### config.mk
export PLATFORM = sky130hd
export DESIGN_NAME = pwm_decoder
export DESIGN_NICKNAME = d
export VERILOG_FILES = /design/src/rtl/pwm_decoder.sv
export SDC_FILE = /design/constraint.sdc
export NUM_CORES = 1
export LEC_CHECK = 0
export CORE_ASPECT_RATIO = 0.75
export CORE_MARGIN = 2
export CORE_UTILIZATION = 32
export CTS_CLUSTER_SIZE = 8
export DETAILED_ROUTE_END_ITERATION = 10
export GPL_TIMING_DRIVEN = 0
export PLACE_DENSITY_LB_ADDON = 0.1
export SYNTH_ARGS = -nofsm -noshare
export SYNTH_HDL_FRONTEND = slang
export SYNTH_SLANG_ARGS = --single-unit
### constraint.sdc
create_clock -name clk -period 3.4 [get_ports clk]
set_input_delay 0.34 -clock clk [delete_from_list [all_inputs] [get_ports clk]]
set_output_delay 0.34 -clock clk [all_outputs]
set_load 0.03 [all_outputs]
### src/rtl/pwm_decoder.sv
// PWM period/high-time decoder with a 4-step restoring divider for duty in tenths.
// Define PWM_DECODER_GLITCH_FILTER_EN for a 3-sample majority filter on the input.
module pwm_decoder #(
  parameter int CNT_W   = 16,
  parameter int TIMEOUT = 1000
) (
  input  logic             clk,
  input  logic             rst_n,
  input  logic             pwm_in,
  output logic [CNT_W-1:0] period_o,
  output logic [CNT_W-1:0] high_o,
  output logic [3:0]       duty_o,
  output logic             duty_valid_o,
  output logic             timeout_o,
  output logic             overrun_o
);

  localparam int RW = CNT_W + 4;
  localparam logic [CNT_W-1:0] CNT_MAX = '1;
  localparam logic [CNT_W-1:0] TO_VAL  = CNT_W'(TIMEOUT);

  typedef enum logic [1:0] {
    IDLE,
    DIV,
    DONE
  } state_t;

  state_t state_q;
  state_t state_d;

  logic sync1;
  logic sync2;
  logic s;
  logic s_prev;
  logic rise;

  always_ff @(posedge clk or negedge rst_n) begin
    if (!rst_n) begin
      sync1 <= 1'b0;
      sync2 <= 1'b0;
    end else begin
      sync1 <= pwm_in;
      sync2 <= sync1;
    end
  end

`ifdef PWM_DECODER_GLITCH_FILTER_EN
  logic h1;
  logic h2;
  logic s_maj;

  always_ff @(posedge clk or negedge rst_n) begin
    if (!rst_n) begin
      h1    <= 1'b0;
      h2    <= 1'b0;
      s_maj <= 1'b0;
    end else begin
      h1    <= sync2;
      h2    <= h1;
      s_maj <= (sync2 & h1) | (sync2 & h2) | (h1 & h2);
    end
  end

  assign s = s_maj;
`else
  assign s = sync2;
`endif

  always_ff @(posedge clk or negedge rst_n) begin
    if (!rst_n) begin
      s_prev <= 1'b0;
    end else begin
      s_prev <= s;
    end
  end

  assign rise = s & ~s_prev;

  logic [CNT_W-1:0] cnt_p;
  logic [CNT_W-1:0] cnt_h;

  always_ff @(posedge clk or negedge rst_n) begin
    if (!rst_n) begin
      cnt_p <= '0;
      cnt_h <= '0;
    end else if (rise) begin
      cnt_p <= CNT_W'(1);
      cnt_h <= CNT_W'(1);
    end else begin
      if (cnt_p != CNT_MAX) begin
        cnt_p <= cnt_p + CNT_W'(1);
      end
      if (s && cnt_h != CNT_MAX) begin
        cnt_h <= cnt_h + CNT_W'(1);
      end
    end
  end

  logic armed;
  logic busy;
  logic accept;
  logic to_fire;

  assign busy      = (state_q != IDLE);
  assign accept    = rise & armed & ~busy;
  assign overrun_o = rise & armed & busy;
  // An edge in the same cycle always wins over the timeout.
  assign to_fire   = ~rise & ~timeout_o & (cnt_p == TO_VAL);

  always_ff @(posedge clk or negedge rst_n) begin
    if (!rst_n) begin
      armed     <= 1'b0;
      timeout_o <= 1'b0;
    end else if (rise) begin
      armed     <= 1'b1;
      timeout_o <= 1'b0;
    end else if (to_fire) begin
      armed     <= 1'b0;
      timeout_o <= 1'b1;
    end
  end

  always_ff @(posedge clk or negedge rst_n) begin
    if (!rst_n) begin
      period_o <= '0;
      high_o   <= '0;
    end else if (accept) begin
      period_o <= cnt_p;
      high_o   <= cnt_h;
    end
  end

  logic [RW-1:0]    rem_q;
  logic [CNT_W-1:0] den_q;
  logic [3:0]       quo_q;
  logic [1:0]       step_q;
  logic [RW-1:0]    h_ext;
  logic [RW-1:0]    rem_init;
  logic [RW-1:0]    trial;
  logic [1:0]       shamt;
  logic             ge;
  logic [3:0]       q_next;
  logic [3:0]       duty_div;
  logic             div_last;

  assign h_ext    = {4'b0, cnt_h};
  assign rem_init = (h_ext << 3) + (h_ext << 1);
  assign shamt    = 2'd3 - step_q;
  assign trial    = {4'b0, den_q} << shamt;
  assign ge       = (rem_q >= trial);
  assign q_next   = {quo_q[2:0], ge};
  assign duty_div = (q_next > 4'd10) ? 4'd10 : q_next;
  assign div_last = (state_q == DIV) && (step_q == 2'd3);

  always_ff @(posedge clk or negedge rst_n) begin
    if (!rst_n) begin
      rem_q  <= '0;
      den_q  <= '0;
      quo_q  <= '0;
      step_q <= '0;
    end else if (accept) begin
      rem_q  <= rem_init;
      den_q  <= cnt_p;
      quo_q  <= '0;
      step_q <= '0;
    end else if (state_q == DIV) begin
      if (ge) begin
        rem_q <= rem_q - trial;
      end
      quo_q  <= q_next;
      step_q <= step_q + 2'd1;
    end
  end

  always_ff @(posedge clk or negedge rst_n) begin
    if (!rst_n) begin
      state_q <= IDLE;
    end else begin
      state_q <= state_d;
    end
  end

  always_comb begin
    state_d = state_q;
    unique case (state_q)
      IDLE: if (accept) state_d = DIV;
      DIV:  if (step_q == 2'd3) state_d = DONE;
      DONE: state_d = IDLE;
      default: state_d = IDLE;
    endcase
    if (to_fire) begin
      state_d = IDLE;
    end
  end

  logic [3:0] duty_d;

  always_comb begin
    duty_d = duty_o;
    if (to_fire) begin
      duty_d = s ? 4'd10 : 4'd0;
    end else if (div_last) begin
      duty_d = duty_div;
    end
  end

  always_ff @(posedge clk or negedge rst_n) begin
    if (!rst_n) begin
      duty_o       <= '0;
      duty_valid_o <= 1'b0;
    end else begin
      duty_o       <= duty_d;
      duty_valid_o <= to_fire | div_last;
    end
  end

endmodule

==> impl_summary.txt, run 1 <==
----------------------------------------------------
[Clocking]
  Number of H-tree levels ... 3
  Clock sink total ... ~100
  Latest clock arrival within the worst-skew pair ... approximately 360 ps
  Number of buffers inserted by hold repair at cts ... 0
  TritonCTS Buffers ... 9
  Clk pin slew, worst setup/hold paths ... about 80 ps
  Buffer type at the clock tree root ... sky130_fd_sc_hd__clkbuf_16
  Clock tree from TritonCTS ... built
  Clock tree buffer depth ... 2

[Yosys]
  Number of flops mapped to enable cells by yosys ... 0
  Fraction of the mapped netlist area in adder cells ... 0.0783
  Post-Syn Nets ... 764
  Simple logic cell fraction of the synthesized area ... 0.213
  Share of cell area taken by muxes after synthesis ... 0.0522
  Synth Area per Inst ... between 8 and 9 sq um
  Main combinational cell family by area after synthesis ... simple AND/OR/NAND/NOR gates
  Xor/xnor share of the synthesized area ... 0.0722
  Share of the synthesized area in compound gates (AO/OA/AOI/OAI) ... 0.153
  Seq/Total Area, Yosys ... 0.393
  Post-synthesis cell area ... roughly 0.0064 sq mm
  Gate Count Post-Synth ... ~720
  Synth unique cells ... 66
  Register bit total from synthesis ... approximately 100
  Total number of yosys warnings ... 0
  Leading register cell type out of synthesis ... sky130_fd_sc_hd__dfrtp_1
  Share of flip-flops with an asynchronous set or reset ... 1.00

[Cells and area]
  Fill count ... approximately 2.0k
  Antenna diode count ... 0
  Share of final-layout standard cells stronger than drive strength 1 ... 0.108
  Area growth, synth to finish ... 19.0%
  Layout Nets ... 823

[Critical path]
  Cell depth of the worst flop-to-flop path ... 14
  Cell-by-cell trace of the critical path ... buf_8 > buf_8 > buf_4 > and3_1 > ha_1 > fa_2 > nand2b_4 > a211oi_4 > o21a_2 > a21oi_2 > a31o_1 > buf_4 > buf_6 > a311o_1
  Delay of the slowest critical-path stage ... between 400 and 500 ps
  Cell type group with the largest total delay on the critical path ... compound AO/OA/AOI/OAI gates
  Number of cells on the critical path ... 14
  Crit-path slowest cell ... sky130_fd_sc_hd__dfrtp_1
  Endpoint required time on the critical path ... between 3000 and 4000 ps
  Category of the critical setup timing path ... register to register
  Worst flop-to-flop path startpoint ... step_q[0]$_DFFE_PN0P_
  CP max FO ... 10
  Worst setup EP type ... register
  Worst EP arrival ... roughly 3500 ps
  Startpoint of the most critical setup path ... step_q[0]$_DFFE_PN0P_
  Crit path buffers/inverters ... 5
  Critical path startpoint category ... register

[Pwr]
  Switching power as a share of total power ... 0.445
  Overall power after layout ... about 6.6 mW
  PD cells ... slightly below 900 mW/mm^2
  Internal power contribution ... between 3 and 4 mW
  Comb power frac ... 0.568
  Leak ... 3.45 nW
  Highest ir drop seen on vdd ... between 0.2 and 0.3 mV
  Part of the total power dissipated in sequential elements ... 0.258
  Clock Power Share ... 0.174
  Net switching power ... between 2 and 3 mW

[Die]
  Vertical die dimension ... roughly 130 um
  Number of top-level pins ... 42
  Site Rows ... between 40 and 50
  Core footprint ... 0.0195 sq mm
  Die Area ... around 0.021 sq mm
  Horiz. Die Dim ... 168 um
  Starting density of the core ... 0.329

[Routing]
  ANT nets after route ... 0
  Number of DRC violations after detailed routing ... 0
  Number of vias after detailed routing ... 5407
  Number of DRC violations after detailed-routing iteration 0 ... 450
  Drt total wl ... 19100 um
  Detail-routed net length per standard cell ... 18.4 um
  Post-detailed-route via-to-cell ratio ... ~5.2
  1st-pass router iterations ... 5

[Place]
  Count of input and output buffers ... 41
  Placer's final routability congestion estimate ... around 0.8
  Setup slack after placement ... -549 ps
  DPL Wire Length ... ~14000 um

[Job]
  Maximum Capacitance Violations ... 0

[Outcome]
  Result of the run ... finished, violations left
  Failing checks ... hold timing

[Timing]
  Maximum clock frequency ... a little over 300 MHz
  Post-layout min period ... between 3000 and 4000 ps
  Number of pins exceeding their max-slew limit in the final report ... 0
  Final hold violation count ... 8
  Final Skew ... roughly 12 ps
  Min setup slack post-route ... 103 ps
  Final period util ... 0.970
  Worst rel slew slack ... 0.539
  Summed negative setup slack over all endpoints ... 0 ps
  Hold slack final ... -13.2 ps
  Tightest Pin Transition ... a little under 700 ps
  Number of endpoints failing setup at the final stage ... 0

[GRT]
  Antenna violations before repair ... 0
  Wire length of the first global-routing pass ... between 30000 and 40000 um
  Maximum number of pins on one net before global-route repair ... 60
  Total overflow reported by the global router ... 0
  GR Util All Layers ... 0.187
  Via count of the first global-routing pass ... around 5.3k

[Min path]
  Worst Hold Class ... input pin to asynchronous set/reset pin

----------------------------------------------------
[cells in the mapped netlist, drive strengths merged, types with 2 or more instances]
master | number | area [sq um]
nand2 | 140 | 526
dfrtp | 101 | 2530
nor2 | 63 | 236
a21oi | 54 | 274
ha | 37 | 463
o21ai | 37 | 185
inv | 29 | 109
xor2 | 28 | 245
xnor2 | 25 | 219
nand3 | 19 | 100
clkbuf | 15 | 56.3
nand2b | 14 | 90.1
a21o | 12 | 90.1
buf | 11 | 77.6
mux2i | 11 | 110
nand4 | 11 | 75.1
nor2b | 11 | 78.8
a211oi | 10 | 95.1
nor3 | 9 | 45.0
or3 | 8 | 50.1
a31oi | 7 | 43.8
mux4 | 7 | 158
and3 | 6 | 42.5
mux2 | 6 | 67.6
o31ai | 6 | 45.0
and2 | 4 | 30.0
a21boi | 3 | 22.5
o21a | 3 | 22.5
or2 | 3 | 18.8
a311oi | 2 | 17.5
a31o | 2 | 17.5
and4 | 2 | 18.8
fa | 2 | 40.0
nor4b | 2 | 17.5
o2111ai | 2 | 17.5
o211ai | 2 | 15.0
o21bai | 2 | 15.0
o221ai | 2 | 17.5
o22ai | 2 | 12.5
[power groups by stage]
stage / Sequential (mW) / Clock (mW) / Combinational, mW
floorplan: 1.78 / 0 / 2.48
global placement: 1.73 / 0 / 3.42
detailed placement: 1.73 / 0 / 3.43
CTS: 1.71 / 1.19 / 3.59
global route: 1.76 / 1.24 / 4.15
finish: 1.71 / 1.15 / 3.77
[sequential cells by signal, summed over array words and instances (netlist names), 2 cells and up]
register / cells
step_q: 2
state_q: 2
cnt_p: 16
den_q: 16
quo_q: 3
rem_q: 20
high_o: 16
cnt_h: 16
duty_o: 4
[metrics by stage]
step	cells	area, sq um	util
after floorplan	722	6430	-
after global routing	1039	7650	0.391
after CTS	1036	7570	0.387
after detailed placement	1017	7180	0.367
after global placement	1016	7150	0.366
final	1039	7650	0.391
[path summary, 6_finish.rpt]
kind	to	slack, ps
min in group clk	s$_DFF_PN0_	360
max in group asynchronous	cnt_p[2]$_DFFE_PN0P_	2710
max reg2reg	rem_q[10]$_DFFE_PN0P_	100
max	rem_q[10]$_DFFE_PN0P_	100
min	rem_q[4]$_DFFE_PN0P_	-10
min reg2reg	s$_DFF_PN0_	360
[timing repair]
action | in CTS | in global routing
pin swaps | 3 | 4
endpoints found under the setup margin | 22 | 19
resized for setup | 16 | 15
setup buffers | 3 | 3
[placed cells by master (no fill, tap or decap), types with 5 or more instances in the layout]
cell | netlist | layout
sky130_fd_sc_hd__nand2b_1 | 13 | 12
sky130_fd_sc_hd__a31oi_1 | 7 | 6
sky130_fd_sc_hd__mux2_2 | 6 | 6
sky130_fd_sc_hd__or3_1 | 8 | 8
sky130_fd_sc_hd__buf_4 | 2 | 10
sky130_fd_sc_hd__nor2_1 | 63 | 63
sky130_fd_sc_hd__a211oi_2 | 4 | 5
sky130_fd_sc_hd__clkbuf_16 | 0 | 9
sky130_fd_sc_hd__xor2_1 | 28 | 28
sky130_fd_sc_hd__and3_1 | 5 | 5
sky130_fd_sc_hd__nor2b_1 | 9 | 9
sky130_fd_sc_hd__a21o_1 | 12 | 12
sky130_fd_sc_hd__clkdlybuf4s50_1 | 0 | 40
sky130_fd_sc_hd__mux2i_1 | 11 | 11
sky130_fd_sc_hd__inv_1 | 29 | 29
sky130_fd_sc_hd__xnor2_1 | 25 | 25
sky130_fd_sc_hd__nand4_1 | 10 | 10
sky130_fd_sc_hd__ha_1 | 37 | 36
sky130_fd_sc_hd__a21oi_1 | 53 | 53
sky130_fd_sc_hd__o21ai_0 | 37 | 34
sky130_fd_sc_hd__clkbuf_1 | 15 | 11
sky130_fd_sc_hd__mux4_2 | 7 | 7
sky130_fd_sc_hd__dfrtp_1 | 101 | 101
sky130_fd_sc_hd__nand3_1 | 18 | 18
sky130_fd_sc_hd__nor3_1 | 9 | 9
sky130_fd_sc_hd__nand2_1 | 140 | 140
sky130_fd_sc_hd__o31ai_1 | 6 | 5
sky130_fd_sc_hd__buf_2 | 5 | 5
[routing by layer]
metal / GRT usage / wire length [um] / part of all wire / up-vias
met1: 0.291 / 10100 / 0.53 / 2652
met4: 0.0481 / 290 / 0.015 / 0
met5: 0 / 0 / 0 / -
met2: 0.269 / 8160 / 0.43 / 105
li1: - / - / - / 2629
met3: 0.0271 / 621 / 0.032 / 21
[worst register-to-register path, cell delays in order, from the launching register on]
cell and delay, ps:
sky130_fd_sc_hd__dfrtp_1 410, sky130_fd_sc_hd__buf_8 150, sky130_fd_sc_hd__buf_8 140, sky130_fd_sc_hd__buf_4 170, sky130_fd_sc_hd__and3_1 150, sky130_fd_sc_hd__ha_1 210, sky130_fd_sc_hd__fa_2 370, sky130_fd_sc_hd__nand2b_4 170
sky130_fd_sc_hd__a211oi_4 270, sky130_fd_sc_hd__o21a_2 200, sky130_fd_sc_hd__a21oi_2 70, sky130_fd_sc_hd__a31o_1 220, sky130_fd_sc_hd__buf_4 160, sky130_fd_sc_hd__buf_6 150, sky130_fd_sc_hd__a311o_1 340
[cell families after synthesis]
logic type                 after synthesis
buffers and inverters                   55
muxes                                   24
and+or+nand+nor                        295
AOI/OAI and AO/OA                      155
DFF                                    101
adders and majority gates               39
xor gates and xnor gates                53
[layout make-up]
cell class | count | area [sq um] | area share
repair buffers | 48 | 480 | 0.0628
well taps | 253 | 317 | 0.0414
plain buffers | 26 | 178 | 0.0232
clock inverters | 7 | 100 | 0.0131
clock buffers | 9 | 225 | 0.0295
flip-flops and latches | 101 | 2530 | 0.331
inverters | 29 | 109 | 0.0142
multi-input cells | 566 | 3710 | 0.485
(Power assumes the default switching activity.)
==> run 2, diff against run 1 <==
- CORE_MARGIN: 2 -> not set
- TNS_END_PERCENT: not set -> 5
==> run 2 against run 1 <==
  * The flow finishes with violations (DRC, hold timing)
  * Hold slack got worse by 13 ps
  * Sequential power barely moved
  * Utilization rose by 0.10 points
  * Die area fell by 2.8%
  * Global-route usage barely moved
  * First-iteration DRC count fell by 10%
  * Clock power barely moved
  * Routed wire length fell by 1.4%
  * Largest power group unchanged
  * Highest routed layer unchanged
==> impl_summary.txt, run 2 (same netlist as run 1, synthesis figures left out) <==
----------------------------------------------------
[Routing]
  Drt total wl ... 18900 um (-1.4%)
  1st-pass router iterations ... 8 (+3)
  Number of DRC violations after detailed-routing iteration 0 ... 404 (-10%)
  Number of vias after detailed routing ... 5450 (+0.80%)
  Post-detailed-route via-to-cell ratio ... 5.23 (+0.51%)
  Number of DRC violations after detailed routing ... 14 (+14)
  Detail-routed net length per standard cell ... 18.1 um (-1.7%)
  ANT nets after route ... 0 (unchanged)

[GRT]
  Maximum number of pins on one net before global-route repair ... 61 (+1.7%)
  Total overflow reported by the global router ... 0 (unchanged)
  Via count of the first global-routing pass ... 5183 (-1.4%)
  Wire length of the first global-routing pass ... 29600 um (-2.4%)
  GR Util All Layers ... 0.187 (-0.000217)
  Antenna violations before repair ... 0 (unchanged)

[Clocking]
  Clk pin slew, worst setup/hold paths ... 80 ps (about the same)
  TritonCTS Buffers ... 9 (unchanged)
  Clock sink total ... 101 (unchanged)
  Latest clock arrival within the worst-skew pair ... 370 ps (about the same)
  Buffer type at the clock tree root ... sky130_fd_sc_hd__clkbuf_16
  Number of H-tree levels ... 3 (unchanged)
  Clock tree from TritonCTS ... built
  Number of buffers inserted by hold repair at cts ... 0 (unchanged)
  Clock tree buffer depth ... 2 (unchanged)

[Die]
  Starting density of the core ... 0.330 (+0.000929)
  Vertical die dimension ... 125 um (-1.6%)
  Die Area ... 0.0207 sq mm (-2.8%)
  Number of top-level pins ... 42 (unchanged)
  Site Rows ... 44 (unchanged)
  Core footprint ... 0.0195 sq mm (-0.28%)
  Horiz. Die Dim ... 166 um (-1.2%)

[Timing]
  Setup repair after global routing missed its margin ... true
  Worst rel slew slack ... 0.530 (-0.00891)
  Final period util ... 0.982 (+0.0123)
  Summed negative setup slack over all endpoints ... 0 ps (unchanged)
  Hold slack final ... -26.6 ps (-13.5 ps)
  Final Skew ... 8.86 ps (-3.46 ps)
  Post-layout min period ... 3340 ps (+41.7 ps)
  Number of endpoints failing setup at the final stage ... 0 (unchanged)
  Number of pins exceeding their max-slew limit in the final report ... 0 (unchanged)
  Min setup slack post-route ... 61.1 ps (-41.7 ps)
  Maximum clock frequency ... 299 MHz (-1.2%)
  Tightest Pin Transition ... 700 ps (+7.98 ps)
  Final hold violation count ... 41 (+33)

[Cells and area]
  Layout Nets ... 825 (+0.24%)
  Commonest cells after routing, fill and taps aside ... sky130_fd_sc_hd__nand2_1, sky130_fd_sc_hd__dfrtp_1, sky130_fd_sc_hd__nor2_1, sky130_fd_sc_hd__a21oi_1, sky130_fd_sc_hd__clkdlybuf4s50_1
  Largest register FFs ... 20 (unchanged)
  Register with the most flip-flops ... rem_q
  Final standard cell count with taps included and fillers excluded ... 1042 (+0.29%)
  Area growth, synth to finish ... 19.0% (about the same)
  Share of final-layout standard cells stronger than drive strength 1 ... 0.112 (+0.00353)
  Most frequent standard cell in the layout excluding fill and tap cells ... sky130_fd_sc_hd__nand2_1

[Pwr]
  Highest ir drop seen on vdd ... 0.359 mV (+21%)
  Leak ... 3.45 nW (about the same)
  Net switching power ... 2.97 mW (+0.46%)
  Switching power as a share of total power ... 0.446 (+0.000566)
  Comb power frac ... 0.568 (about the same)
  Part of the total power dissipated in sequential elements ... 0.258 (about the same)
  Internal power contribution ... 3.69 mW (+0.23%)
  PD cells ... 872 mW/mm^2 (+0.34%)
  Clock Power Share ... 0.174 (about the same)

[Place]
  Count of input and output buffers ... 41 (unchanged)
  DPL Wire Length ... 14100 um (-1.1%)
  Setup slack after placement ... -591 ps (-42.4 ps)
  Placer's final routability congestion estimate ... 0.852 (+3.7%)
  Placed Cells ... 1017 (unchanged)

[Critical path]
  Worst EP arrival ... 3630 ps (+90 ps)
  Cell-by-cell trace of the critical path ... buf_8 > buf_4 > and3_1 > ha_2 > fa_2 > nand2b_4 > a211oi_4 > buf_4 > o21a_2 > a21oi_2 > a31o_1 > buf_4 > buf_6 > o21ai_0 > a21boi_1
  Cell type group with the largest total delay on the critical path ... compound AO/OA/AOI/OAI gates
  Critical path startpoint category ... register
  Cell with the most instances on the worst path ... sky130_fd_sc_hd__buf_4
  Delay of the slowest critical-path stage ... 420 ps (about the same)
  Endpoint required time on the critical path ... 3700 ps (+60 ps)
  Category of the critical setup timing path ... register to register
  CP max FO ... 10 (unchanged)
  Crit-path slowest cell ... sky130_fd_sc_hd__dfrtp_1
  Crit path buffers/inverters ... 5 (unchanged)
  Worst setup EP type ... register

[Outcome]
  Failing checks ... DRC, hold timing
  Result of the run ... finished, violations left

[Job]
  Maximum Capacitance Violations ... 0 (unchanged)

[Min path]
  Worst Hold Class ... input pin to asynchronous set/reset pin

----------------------------------------------------
==> run 2: routing by layer <==
metal	share of wire	up-vias	wire (um)	track usage
met2	0.42	118	7960	0.268
met1	0.53	2682	9920	0.283
met4	0.0074	0	140	0.0346
met3	0.046	14	859	0.0419
li1	-	2636	-	-
met5	0	-	0	0
==> run 2: through the flow <==
| stage | power, mW | utilization | instance area (sq um) |
|---|---|---|---|
| floorplan | 4.26 | - | 6430 |
| global placement | 5.15 | 0.367 | 7150 |
| detailed placement | 5.18 | 0.368 | 7180 |
| CTS | 6.50 | 0.388 | 7570 |
| global route | 7.13 | 0.392 | 7640 |
| finish | 6.66 | 0.392 | 7640 |
==> run 2: area by class of cell <==
cell class / count / area, sq um
Antenna cell: 1 / 2.50
Buffer: 25 / 156
Clock buffer: 9 / 225
Clock inverter: 7 / 100
Fill cell: 1993 / 11800
Inverter: 29 / 109
Multi-Input combinational cell: 566 / 3700
Sequential cell: 101 / 2530
Tap cell: 253 / 317
Timing Repair Buffer: 51 / 503
==> run 2: timing repair <==
item,in CTS,in global routing
setup endpoints to repair,22,21
hold endpoints to repair,0,0
resized for setup,11,17
buffers inserted,6,3
pin swaps,3,3
==> run 2: worst paths after layout <==
kind / end / cells after the start / startpoint / slack (ps)
worst min register to register: s$_DFF_PN0_ / 0 / sync1$_DFF_PN0_ / 360
min in group clk: s$_DFF_PN0_ / 0 / sync1$_DFF_PN0_ / 360
worst max register to register: rem_q[15]$_DFFE_PN0P_ / 15 / step_q[1]$_DFFE_PN0P_ / 60
worst max-delay path: rem_q[15]$_DFFE_PN0P_ / 15 / step_q[1]$_DFFE_PN0P_ / 60
worst min-delay path: rem_q[4]$_DFFE_PN0P_ / 1 / rst_n / -30
max in group asynchronous: high_o[9]$_DFFE_PN0P_ / 2 / rst_n / 2720
==> run 2: power groups by stage <==
stage / Sequential (mW) / Combinational [mW] / Clock (mW)
after global routing: 1.75 / 4.15 / 1.23
after global placement: 1.72 / 3.42 / 0
after floorplan: 1.78 / 2.48 / 0
final: 1.72 / 3.79 / 1.16
after CTS: 1.71 / 3.61 / 1.18
after detailed placement: 1.73 / 3.45 / 0
==> run 3, diff against run 2 <==
- CTS_CLUSTER_SIZE: 8 -> 16
- SETUP_SLACK_MARGIN: not set -> 0.15
==> run 3 against run 2 <==
  * The flow finishes with violations (DRC)
  * Combinational power up 5%
  * Utilization up 0.64 points
  * Sequential cell count did not move
==> impl_summary.txt, run 3 (same netlist as run 1, synthesis figures left out) <==
----------------------------------------------------
[Die]
  Horiz. Die Dim ... 166 um (unchanged)
  Die Area ... 0.0207 sq mm (unchanged)
  Vertical die dimension ... 125 um (unchanged)
  Site Rows ... 44 (unchanged)
  Starting density of the core ... 0.330 (unchanged)
  Core footprint ... 0.0195 sq mm (unchanged)
  Number of top-level pins ... 42 (unchanged)

[Critical path]
  Crit-path slowest cell ... sky130_fd_sc_hd__dfrtp_1
  Endpoint required time on the critical path ... 3650 ps (-50 ps)
  Cell with the most instances on the worst path ... sky130_fd_sc_hd__buf_8
  Category of the critical setup timing path ... register to register
  Crit path buffers/inverters ... 5 (unchanged)
  Cell type group with the largest total delay on the critical path ... compound AO/OA/AOI/OAI gates
  Worst EP arrival ... 3430 ps (-200 ps)
  CP max FO ... 10 (unchanged)
  Delay of the slowest critical-path stage ... 410 ps (about the same)
  Critical path startpoint category ... register
  Worst setup EP type ... register
  Cell-by-cell trace of the critical path ... buf_8 > buf_12 > clkbuf_8 > and3_1 > ha_2 > fa_2 > nand2b_4 > a211oi_4 > o21a_2 > a21oi_2 > a31o_1 > buf_6 > buf_8 > a311o_1

[GRT]
  Via count of the first global-routing pass ... 5308 (+2.4%)
  GR Util All Layers ... 0.188 (+0.00105)
  Maximum number of pins on one net before global-route repair ... 63 (+3.3%)
  Antenna violations before repair ... 1 (+1)
  Wire length of the first global-routing pass ... 29700 um (+0.53%)
  Total overflow reported by the global router ... 0 (unchanged)

[Cells and area]
  Combined flip-flop and latch cell area ... 0.00253 sq mm (about the same)
  Largest register FFs ... 20 (unchanged)
  Summed area of non-filler cells in the final layout ... 0.00777 sq mm (+1.6%)
  Footprint of the multi-input gates ... 0.00376 sq mm (+1.4%)
  Fill count ... 1974 (-0.95%)
  Share of final-layout standard cells stronger than drive strength 1 ... 0.128 (+0.0168)
  Final standard cell utilization of the core ... 0.399 (+0.00642)
  Commonest cells after routing, fill and taps aside ... sky130_fd_sc_hd__nand2_1, sky130_fd_sc_hd__dfrtp_1, sky130_fd_sc_hd__nor2_1, sky130_fd_sc_hd__a21oi_1, sky130_fd_sc_hd__clkdlybuf4s50_1
  Layout Nets ... 831 (+0.73%)
  Area growth, synth to finish ... 20.9%
  Register with the most flip-flops ... rem_q
  Most frequent standard cell in the layout excluding fill and tap cells ... sky130_fd_sc_hd__nand2_1

[Pwr]
  Overall power after layout ... 6.80 mW (+2.0%)
  Leak ... 3.49 nW (+1.3%)
  Highest ir drop seen on vdd ... 0.361 mV (+0.52%)
  PD cells ... 875 mW/mm^2 (+0.39%)

[Timing]
  Number of pins exceeding their max-slew limit in the final report ... 0 (unchanged)
  Tightest Pin Transition ... 742 ps (+41.5 ps)
  Maximum clock frequency ... 315 MHz (+5.3%)
  Setup repair after global routing missed its margin ... true
  Min setup slack post-route ... 228 ps (+167 ps)
  Worst rel slew slack ... 0.506 (-0.0241)
  Hold slack final ... 354 ps (+381 ps)
  Final hold violation count ... 0 (-100%)
  Post-layout min period ... 3170 ps (-167 ps)
  Number of endpoints failing setup at the final stage ... 0 (unchanged)
  Final period util ... 0.933 (-0.0490)
  Final Skew ... 13.8 ps (+4.93 ps)

[Routing]
  1st-pass router iterations ... 10 (+2)
  Drt total wl ... 18900 um (about the same)
  ANT nets after route ... 0 (unchanged)
  Number of DRC violations after detailed-routing iteration 0 ... 390 (-3.5%)
  Post-detailed-route via-to-cell ratio ... 5.15 (-1.6%)
  Detail-routed net length per standard cell ... 18.0 um (-0.58%)
  Number of DRC violations after detailed routing ... 8 (-6)
  Number of vias after detailed routing ... 5393 (-1.0%)

[Outcome]
  Failing checks ... DRC
  Result of the run ... finished, violations left

[Clocking]
  Buffer type at the clock tree root ... sky130_fd_sc_hd__clkbuf_16
  Clock tree from TritonCTS ... built
  Clk pin slew, worst setup/hold paths ... 90 ps (about the same)
  Clock sink total ... 101 (unchanged)
  Clock tree buffer depth ... 2 (unchanged)
  TritonCTS Buffers ... 9 (unchanged)
  Number of H-tree levels ... 3 (unchanged)
  Latest clock arrival within the worst-skew pair ... 370 ps (about the same)

[Place]
  Count of input and output buffers ... 41 (unchanged)
  Post-DP Area ... 0.00718 sq mm (about the same)
  Setup slack after placement ... -351 ps (+241 ps)
  Placer's final routability congestion estimate ... 0.841 (-1.3%)
  DPL Wire Length ... 14200 um (+0.51%)

[Min path]
  Worst Hold Class ... register to register

[Job]
  Maximum Capacitance Violations ... 0 (unchanged)

----------------------------------------------------
-- run 3: changes by cell type in the layout (fill, tap and decap cells not counted), moves of 2 or more --
| cell | change |
|---|---|
| sky130_fd_sc_hd__a211oi_1 | -3 |
| sky130_fd_sc_hd__a211oi_2 | +3 |
| sky130_fd_sc_hd__buf_6 | -2 |
| sky130_fd_sc_hd__buf_8 | +3 |
| sky130_fd_sc_hd__clkbuf_8 | +2 |
| sky130_fd_sc_hd__o21ai_0 | -3 |
| sky130_fd_sc_hd__o21ai_1 | +3 |
| sky130_fd_sc_hd__o31ai_1 | -2 |
| sky130_fd_sc_hd__o31ai_2 | +2 |
-- run 3: layout make-up --
| cell class | instances | area share |
|---|---|---|
| multi-input cells | 566 | 0.483 |
| flip-flops and latches | 101 | 0.325 |
| repair buffers | 56 | 0.0699 |
| well taps | 253 | 0.0407 |
| clock buffers | 9 | 0.0290 |
| plain buffers | 26 | 0.0262 |
| inverters | 29 | 0.0140 |
| clock inverters | 7 | 0.0111 |
| diodes | 1 | 0.000322 |
-- run 3: final timing paths --
path                                        from               endpoint  slack (ps)  cells past startpoint
min in group asynchronous                  rst_n   rem_q[4]$_DFFE_PN0P_         510                      2
max reg2reg                step_q[0]$_DFFE_PN0P_  rem_q[10]$_DFFE_PN0P_         230                     14
min reg2reg                      sync1$_DFF_PN0_            s$_DFF_PN0_         350                      0
max                        step_q[0]$_DFFE_PN0P_  rem_q[10]$_DFFE_PN0P_         230                     14
min                              sync1$_DFF_PN0_            s$_DFF_PN0_         350                      0
max in group asynchronous                  rst_n   cnt_h[9]$_DFFE_PN0P_        2190                      3
-- run 3: power breakdown --
group / switching (mW) / internal, mW / leakage (nW)
logic: 2.23 / 1.76 / 2.01
clock network: 0.566 / 0.533 / 0.151
registers: 0.239 / 1.47 / 1.33
-- run 3: per-stage QoR --
step,setup TNS [ps],cells
4_1_cts,0,1042
2_1_floorplan,0,722
5_1_grt,0,1047
3_5_place_dp,-5670,1017
6_report,0,1048
3_3_place_gp,-215200,1016
-- run 3: per-layer routing --
layer  up-vias  share of wire  wire length [um]  track usage
met5         -              0                 0            0
met3        18          0.033               614       0.0330
li1       2654              -                 -            -
met4         0          0.018               344       0.0594
met1      2624           0.54             10100        0.285
met2        97           0.41              7810        0.265
-- run 3: worst register-to-register path, cell delays in order, from the launching register on --
cell and delay [ps]:
sky130_fd_sc_hd__dfrtp_1 410, sky130_fd_sc_hd__buf_8 150, sky130_fd_sc_hd__buf_12 140, sky130_fd_sc_hd__clkbuf_8 140, sky130_fd_sc_hd__and3_1 150, sky130_fd_sc_hd__ha_2 180
sky130_fd_sc_hd__fa_2 350, sky130_fd_sc_hd__nand2b_4 170, sky130_fd_sc_hd__a211oi_4 290, sky130_fd_sc_hd__o21a_2 200, sky130_fd_sc_hd__a21oi_2 70, sky130_fd_sc_hd__a31o_1 220
sky130_fd_sc_hd__buf_6 140, sky130_fd_sc_hd__buf_8 140, sky130_fd_sc_hd__a311o_1 340
-- run 3: what timing repair did --
item	CTS	global route
setup buffers	8	5
hold buffers	1	0
gates resized for setup	22	23
endpoints found under the setup margin	22	21
hold endpoints to repair	37	0
pin swaps	6	8
